--- config.mk ---
export PLATFORM = sky130hd
export DESIGN_NAME = sdk_dat_uart_tx
export DESIGN_NICKNAME = d
export VERILOG_FILES = /design/src/rtl/sdk_uart_pkg.sv /design/src/rtl/sdk_byte_fifo.sv /design/src/rtl/sdk_dat_uart_tx.sv
export SDC_FILE = /design/constraint.sdc
export NUM_CORES = 1
export LEC_CHECK = 0
export ABC_AREA = 0
export CORE_MARGIN = 1
export CORE_UTILIZATION = 40
export CTS_BUF_LIST = sky130_fd_sc_hd__clkbuf_4
export DETAILED_ROUTE_END_ITERATION = 8
export GPL_ROUTABILITY_DRIVEN = 1
export PLACE_DENSITY = 0.65
export SETUP_SLACK_MARGIN = 0.1
export SKIP_LAST_GASP = 1
export SYNTH_ARGS = -nofsm -noshare
export SYNTH_HDL_FRONTEND = slang
export SYNTH_HIERARCHICAL = 1
export SYNTH_SLANG_ARGS = --single-unit
--- constraint.sdc ---
create_clock -name sys_clk -period 3 [get_ports sys_clk]
set_clock_uncertainty 0.2 [all_clocks]
set_input_delay 0.6 -clock sys_clk [delete_from_list [all_inputs] [get_ports sys_clk]]
set_output_delay 0.6 -clock sys_clk [all_outputs]
set_load 0.01 [all_outputs]
--- src/rtl/sdk_uart_pkg.sv ---
// ---------------------------------------------------------------------------
// sdk_uart_pkg
// Shared definitions for the SDK byte-stream UART transmitter.
//   - FSM state encodings (IDLE=0, START=1, DATA=2, STOP=3, PARITY=4)
//   - uart_state_e : FSM state type; PARITY exists only with SDK_UART_PARITY_EN
//   - UART_IDLE_LVL: level of the serial line when nothing is sent
//   - DATA_BITS    : payload bits per frame
//   - even_parity(): even-parity bit of one payload byte
// Configuration macro: SDK_UART_PARITY_EN
// ---------------------------------------------------------------------------
package sdk_uart_pkg;

    localparam logic [2:0] ST_IDLE_ENC   = 3'd0;
    localparam logic [2:0] ST_START_ENC  = 3'd1;
    localparam logic [2:0] ST_DATA_ENC   = 3'd2;
    localparam logic [2:0] ST_STOP_ENC   = 3'd3;
    localparam logic [2:0] ST_PARITY_ENC = 3'd4;

    localparam logic UART_IDLE_LVL = 1'b1;
    localparam int   DATA_BITS     = 8;

    typedef enum logic [2:0] {
        S_IDLE   = ST_IDLE_ENC,
        S_START  = ST_START_ENC,
        S_DATA   = ST_DATA_ENC,
        S_STOP   = ST_STOP_ENC
`ifdef SDK_UART_PARITY_EN
        ,
        S_PARITY = ST_PARITY_ENC
`endif
    } uart_state_e;

    // Even parity: the bit that makes the total number of ones even.
    function automatic logic even_parity(input logic [DATA_BITS-1:0] b);
        return ^b;
    endfunction

endpackage

--- src/rtl/sdk_byte_fifo.sv ---
// ---------------------------------------------------------------------------
// sdk_byte_fifo
// Small synchronous byte FIFO with a sticky overflow flag.
// Ports:
//   clk        in   clock, posedge
//   rst_n      in   asynchronous active-low reset (clears pointers, count, flag)
//   i_wr_en    in   write request; ignored (and flagged) when full
//   i_wr_dat   in   byte to store
//   i_rd_en    in   pop request; ignored when empty
//   i_clr_ovf  in   clear overflow flag (a simultaneous overflow wins)
//   o_rd_dat   out  head of the FIFO (valid while !o_empty)
//   o_full     out  count == FIFO_DEPTH
//   o_empty    out  count == 0
//   o_ovf      out  sticky: a write was dropped because the FIFO was full
// ---------------------------------------------------------------------------
module sdk_byte_fifo
    import sdk_uart_pkg::*;
#(
    parameter int FIFO_DEPTH = 8,
    parameter int FIFO_AW    = 3
) (
    input  logic                 clk,
    input  logic                 rst_n,
    input  logic                 i_wr_en,
    input  logic [DATA_BITS-1:0] i_wr_dat,
    input  logic                 i_rd_en,
    input  logic                 i_clr_ovf,
    output logic [DATA_BITS-1:0] o_rd_dat,
    output logic                 o_full,
    output logic                 o_empty,
    output logic                 o_ovf
);

    localparam int CNT_W = FIFO_AW + 1;
    localparam logic [CNT_W-1:0]   CNT_FULL = CNT_W'(FIFO_DEPTH);
    localparam logic [CNT_W-1:0]   CNT_ONE  = CNT_W'(1);
    localparam logic [FIFO_AW-1:0] PTR_ONE  = FIFO_AW'(1);

    logic [DATA_BITS-1:0] r_mem [FIFO_DEPTH];
    logic [FIFO_AW-1:0]   r_wr_ptr;
    logic [FIFO_AW-1:0]   r_rd_ptr;
    logic [CNT_W-1:0]     r_count;
    logic                 r_ovf;
    logic                 w_wr;
    logic                 w_rd;

    // Flags come straight from the registered count, so a write in the
    // same cycle as the last free slot is judged on the start-of-cycle count.
    assign o_full   = (r_count == CNT_FULL);
    assign o_empty  = (r_count == '0);
    assign w_wr     = i_wr_en & ~o_full;
    assign w_rd     = i_rd_en & ~o_empty;
    assign o_rd_dat = r_mem[r_rd_ptr];
    assign o_ovf    = r_ovf;

    // Storage carries no reset; stale entries are unreachable once the
    // pointers and count are cleared.
    always_ff @(posedge clk) begin
        if (w_wr) begin
            r_mem[r_wr_ptr] <= i_wr_dat;
        end
    end

    always_ff @(posedge clk or negedge rst_n) begin
        if (!rst_n) begin
            r_wr_ptr <= '0;
            r_rd_ptr <= '0;
            r_count  <= '0;
            r_ovf    <= 1'b0;
        end else begin
            // Pointers wrap naturally because FIFO_DEPTH == 2**FIFO_AW.
            if (w_wr) begin
                r_wr_ptr <= r_wr_ptr + PTR_ONE;
            end
            if (w_rd) begin
                r_rd_ptr <= r_rd_ptr + PTR_ONE;
            end
            case ({w_wr, w_rd})
                2'b10:   r_count <= r_count + CNT_ONE;
                2'b01:   r_count <= r_count - CNT_ONE;
                default: r_count <= r_count;
            endcase
            if (i_wr_en && o_full) begin
                r_ovf <= 1'b1;
            end else if (i_clr_ovf) begin
                r_ovf <= 1'b0;
            end
        end
    end

endmodule

--- src/rtl/sdk_dat_uart_tx.sv ---
// ---------------------------------------------------------------------------
// sdk_dat_uart_tx
// Buffers the SPI slave's SDK byte stream and sends each byte as a UART
// frame (8N1; 8E1 with SDK_UART_PARITY_EN defined) on a single pin.
// Configuration macro: SDK_UART_PARITY_EN (adds an even-parity bit)
// Ports:
//   sys_clk     in   clock, posedge
//   rst_n       in   asynchronous active-low reset
//   in_dval     in   one-cycle strobe: in_dat valid
//   in_dat      in   byte from spi_slave_ctrl
//   clr_ovf     in   clear ovf_flag
//   uart_txd    out  serial line, idles high, registered
//   tx_busy     out  high while a frame is on the line
//   fifo_full   out  FIFO holds FIFO_DEPTH bytes
//   fifo_empty  out  FIFO holds no byte
//   ovf_flag    out  sticky: a byte was dropped on a full FIFO
// ---------------------------------------------------------------------------
module sdk_dat_uart_tx
    import sdk_uart_pkg::*;
#(
    parameter int CLKS_PER_BIT = 16,
    parameter int FIFO_DEPTH   = 8,
    parameter int FIFO_AW      = 3
) (
    input  logic                 sys_clk,
    input  logic                 rst_n,
    input  logic                 in_dval,
    input  logic [DATA_BITS-1:0] in_dat,
    input  logic                 clr_ovf,
    output logic                 uart_txd,
    output logic                 tx_busy,
    output logic                 fifo_full,
    output logic                 fifo_empty,
    output logic                 ovf_flag
);

    localparam int CW = $clog2(CLKS_PER_BIT);
    localparam int BW = $clog2(DATA_BITS);
    localparam logic [CW-1:0] CYC_LAST = CW'(CLKS_PER_BIT - 1);
    localparam logic [CW-1:0] CYC_ONE  = CW'(1);
    localparam logic [BW-1:0] BIT_LAST = BW'(DATA_BITS - 1);
    localparam logic [BW-1:0] BIT_ONE  = BW'(1);

    uart_state_e          r_state;
    logic [CW-1:0]        r_cyc;
    logic [BW-1:0]        r_bit_cnt;
    logic [DATA_BITS-1:0] r_shift;
    logic                 r_txd;
    logic                 r_busy;
`ifdef SDK_UART_PARITY_EN
    logic                 r_par;
`endif

    logic [DATA_BITS-1:0] w_head;
    logic                 w_empty;
    logic                 w_bit_end;
    logic                 w_pop;

    sdk_byte_fifo #(
        .FIFO_DEPTH (FIFO_DEPTH),
        .FIFO_AW    (FIFO_AW)
    ) u_fifo (
        .clk        (sys_clk),
        .rst_n      (rst_n),
        .i_wr_en    (in_dval),
        .i_wr_dat   (in_dat),
        .i_rd_en    (w_pop),
        .i_clr_ovf  (clr_ovf),
        .o_rd_dat   (w_head),
        .o_full     (fifo_full),
        .o_empty    (w_empty),
        .o_ovf      (ovf_flag)
    );

    assign fifo_empty = w_empty;
    assign w_bit_end  = (r_cyc == CYC_LAST);
    // Pop when idle, or at the very end of STOP so the next frame follows
    // without an idle gap.
    assign w_pop = ~w_empty &
                   ((r_state == S_IDLE) | ((r_state == S_STOP) & w_bit_end));

    assign uart_txd = r_txd;
    assign tx_busy  = r_busy;

    always_ff @(posedge sys_clk or negedge rst_n) begin
        if (!rst_n) begin
            r_state   <= S_IDLE;
            r_cyc     <= '0;
            r_bit_cnt <= '0;
            r_shift   <= '0;
            r_txd     <= UART_IDLE_LVL;
            r_busy    <= 1'b0;
`ifdef SDK_UART_PARITY_EN
            r_par     <= 1'b0;
`endif
        end else begin
            // Line and busy are registered from the state held during this
            // cycle, so each trails the FSM by one clock but every bit still
            // lasts exactly CLKS_PER_BIT cycles.
            r_busy <= (r_state != S_IDLE);
            case (r_state)
                S_START:  r_txd <= 1'b0;
                S_DATA:   r_txd <= r_shift[0];
                S_STOP:   r_txd <= 1'b1;
`ifdef SDK_UART_PARITY_EN
                S_PARITY: r_txd <= r_par;
`endif
                default:  r_txd <= UART_IDLE_LVL;
            endcase

            case (r_state)
                S_IDLE: begin
                    r_cyc <= '0;
                    if (w_pop) begin
                        r_shift <= w_head;
`ifdef SDK_UART_PARITY_EN
                        r_par   <= even_parity(w_head);
`endif
                        r_state <= S_START;
                    end
                end
                S_START: begin
                    if (w_bit_end) begin
                        r_cyc     <= '0;
                        r_bit_cnt <= '0;
                        r_state   <= S_DATA;
                    end else begin
                        r_cyc <= r_cyc + CYC_ONE;
                    end
                end
                S_DATA: begin
                    if (w_bit_end) begin
                        r_cyc   <= '0;
                        r_shift <= {1'b0, r_shift[DATA_BITS-1:1]};
                        if (r_bit_cnt == BIT_LAST) begin
`ifdef SDK_UART_PARITY_EN
                            r_state <= S_PARITY;
`else
                            r_state <= S_STOP;
`endif
                        end else begin
                            r_bit_cnt <= r_bit_cnt + BIT_ONE;
                        end
                    end else begin
                        r_cyc <= r_cyc + CYC_ONE;
                    end
                end
`ifdef SDK_UART_PARITY_EN
                S_PARITY: begin
                    if (w_bit_end) begin
                        r_cyc   <= '0;
                        r_state <= S_STOP;
                    end else begin
                        r_cyc <= r_cyc + CYC_ONE;
                    end
                end
`endif
                S_STOP: begin
                    if (w_bit_end) begin
                        r_cyc <= '0;
                        if (w_pop) begin
                            r_shift <= w_head;
`ifdef SDK_UART_PARITY_EN
                            r_par   <= even_parity(w_head);
`endif
                            r_state <= S_START;
                        end else begin
                            r_state <= S_IDLE;
                        end
                    end else begin
                        r_cyc <= r_cyc + CYC_ONE;
                    end
                end
                default: begin
                    r_cyc   <= '0;
                    r_state <= S_IDLE;
                end
            endcase
        end
    end

endmodule
==> run summary, run 1 <==
Post-DP HPWL -> 4450 um
CP Capture Type -> flop
Detailed router's first-iteration violation count -> 51
Number of enable flip-flop cells after synthesis -> 64
Top_reg_cell synth -> edfxtp_1
Clk sink count -> 94
Die Width -> 104 um
Drc violations -> 0
Initial Util -> 0.410
Final Util -> 0.478
Share of layout cells above drive strength 1 -> 0.304
Final Setup Violations -> 0
Critical path fanouts, max -> 5
Syn_nets -> 275
Slew HR -> 0.491
Final wirelength -> 7130 um
# rows -> 37
Count of final hold-check violations -> 0
Setup Crit Path Kind -> reg2reg
Fillcell total -> 850
Gr usage total -> 0.141
Largest net degree at the start of global routing -> 31
Final GP Congestion -> 0.768
Sequential area share after synthesis -> 0.637
IO Port Bufs -> 16
Clock slew at reported path FFs -> 0.16 ns
Buffers and inverters on the worst path -> 2
CP peak stage delay -> 0.42 ns
Initial antenna violation count -> 0
Area growth syn-to-layout -> 16.5%
Outcome -> completed
Final period utilization -> 0.912
Critical Path RT -> 3.16 ns
Clk root buf -> clkbuf_4
Fin nets -> 321
Worst-margin pin slew -> 0.763 ns
I/O pins -> 17
Critical path's top delay family -> adder cells
FMAX -> 0.365 GHz
Placed cells -> 407
Clock latency on the worst-skew pair -> 0.44 ns
Routed len/inst -> 16.4 um
Clock Path Buffers -> 2
Syn avg cell area -> 16.9 um^2
Synth Instances -> 248
Pleak -> 1.87 nW
Slowest cell on the critical path -> dfrtp_1
Worst min-delay path class -> reg2reg
Flops & latches, synth -> 94
Pins Over Slew Limit -> 0
Post-route cell area -> 0.00489 mm^2
Total grt overflow -> 0
Share of synthesized registers carrying an async set or reset -> 0.319
Post-CTS Hold Fix Bufs -> 0
Data arrival time at the worst-slack endpoint -> 2.90 ns
Non-filler instance count after layout -> 435
Ys Warns -> 6
CP Launch Type -> flop
Vias/cell -> 5.14
Post-DP Area -> 0.00463 mm^2
Commonest non-fill, non-tap cell in the layout -> edfxtp_1
# diodes -> 0
Via count -> 2235
Die ar. -> 0.0109 mm^2
Post-DRT Antenna Nets -> 0
Final Critical Period -> 2.74 ns
Syn Std Cell Area -> 0.00420 mm^2
Synth cell types -> 44
H-Tree Depth -> 3
Most frequent cells in the layout -> edfxtp_1, buf_4, mux2_2, dfrtp_1, mux4_1
Global-route wire length before repair -> 11600 um
Drt first pass iters -> 4
Max cap viols -> 0
Maximum vdd drop -> 0.328 mV
Worst hold margin -> 0.321 ns
Setup TNS -> 0 ns
RSZ-0062 raised after global routing -> false
Cts bufs inserted -> 9
CTS tree -> yes
Core area -> 0.0102 mm^2
Die Ht -> 104 um
Critical path cell sequence -> ha_2 > and3_4 > a21oi_2 > nor2_1 > o41ai_2 > inv_1 > ha_4 > buf_4 > ha_4 > a21oi_2 > mux2_2 > o211ai_1
Pwr Density -> 594 mW/mm^2
Number of global-route vias before repair -> 2296
## layout make-up
cell class | count | area (um^2) | area share
sequential | 94 | 2680 | 0.548
multi-input combinational | 133 | 1500 | 0.306
timing repair buffer | 44 | 372 | 0.0760
tap | 136 | 170 | 0.0348
clock buffer | 9 | 67.6 | 0.0138
clock inverter | 7 | 61.3 | 0.0125
inverter | 12 | 45.0 | 0.00921
## registers in the layout, indices dropped and copies added (netlist names)
signal / count
u_fifo/r_count: 4
u_fifo/r_rd_ptr: 3
r_shift: 8
u_fifo/o_ovf: 1
tx_busy: 1
uart_txd: 1
r_state: 2
r_cyc: 4
u_fifo/r_wr_ptr: 3
u_fifo/r_mem: 64
r_bit_cnt: 3
## metrics by stage
step / setup WS, ns / power, W
floorplan: 0.105 / 0.00199
global placement: 0.126 / 0.00220
detailed placement: 0.0105 / 0.00221
CTS: 0.109 / 0.00292
global route: 0.101 / 0.00306
finish: 0.263 / 0.00290
## routing by layer
| layer | wire length, um | up-vias | GRT usage |
|---|---|---|---|
| li1 | - | 1072 | - |
| met1 | 3280 | 1112 | 0.179 |
| met2 | 3530 | 41 | 0.233 |
| met3 | 216 | 10 | 0.0263 |
| met4 | 108 | 0 | 0.0643 |
| met5 | 0 | - | 0 |
## where the power goes
part / internal [W] / switching [W] / leakage [nW] / total (W)
clock: 0.000191 / 0.000465 / 0.0728 / 0.000656
combinational: 0.000283 / 0.000306 / 0.853 / 0.000588
sequential: 0.00158 / 0.0000830 / 0.943 / 0.00166
total: 0.00205 / 0.000854 / 1.87 / 0.00290
## worst reg2reg max path, cell delays in order, from the launching register on
cell and delay, ns:
dfrtp_1 0.42, ha_2 0.20, and3_4 0.18, a21oi_2 0.12, nor2_1 0.07, o41ai_2 0.08, inv_1 0.16, ha_4 0.20
buf_4 0.16, ha_4 0.22, a21oi_2 0.14, mux2_2 0.35, o211ai_1 0.17
## cell usage after synthesis, drive strengths merged (2+ instances only)
| cell | count | area, um^2 |
|---|---|---|
| xnor2 | 6 | 52.6 |
| o21ai | 4 | 20.0 |
| a32oi | 2 | 17.5 |
| nor2 | 10 | 37.5 |
| nor2b | 3 | 18.8 |
| inv | 12 | 45.0 |
| edfxtp | 64 | 1920 |
| a21oi | 3 | 15.0 |
| a22o | 2 | 17.5 |
| nor3 | 5 | 36.3 |
| buf | 7 | 55.1 |
| mux4 | 16 | 420 |
| or4b | 2 | 23.8 |
| nand3 | 6 | 30.0 |
| nor3b | 3 | 22.5 |
| mux2i | 2 | 20.0 |
| a311oi | 3 | 32.5 |
| mux2 | 27 | 304 |
| dfrtp | 29 | 726 |
| ha | 14 | 175 |
| nand2b | 2 | 12.5 |
| nand2 | 10 | 40.0 |
| clkbuf | 2 | 7.51 |
## logic make-up (layout without fill, tap and decap cells)
family,count (synthesis),in the layout,share of synthesized area
AND/OR/NAND/NOR,45,45,0.0590
multiplexers,45,45,0.177
buffers and inverters,21,72,0.0256
adder cells (fa/ha/maj),15,15,0.0465
flip-flops,94,94,0.637
AO/OA/AOI/OAI,21,21,0.0399
XOR/XNOR,7,7,0.0146
## repair_timing
action / 4_1_cts / 5_1_grt
endpoints found under the setup margin: 2 / 2
pin swaps: 2 / 4
setup buffers: 9 / 3
cloned: 0 / 0
gates resized for setup: 6 / 6
## worst paths after layout
kind	cells past startpoint	slack, ns	start	endpoint
setup / recovery	12	0.26	r_cyc[0]	u_fifo/r_count[3]
hold / removal	1	0.32	r_cyc[3]	r_cyc[3]
setup reg to reg	12	0.26	r_cyc[0]	u_fifo/r_count[3]
hold reg to reg	1	0.32	r_cyc[3]	r_cyc[3]
max in group asynchronous	2	1.95	rst_n	uart_txd
min in group asynchronous	2	0.33	rst_n	r_bit_cnt[0]
Note: power is estimated with default switching activity, not from simulation.
==> inputs of run 2 (changes only) <==
--- a/config.mk
+++ b/config.mk
@@ -6,7 +6,6 @@
 export NUM_CORES = 1
 export LEC_CHECK = 0
 export ABC_AREA = 0
-export CORE_MARGIN = 1
 export CORE_UTILIZATION = 40
 export CTS_BUF_LIST = sky130_fd_sc_hd__clkbuf_4
 export DETAILED_ROUTE_END_ITERATION = 8
==> results of run 2 <==
The final DEF is identical to that of run 1; final timing and power are the same.
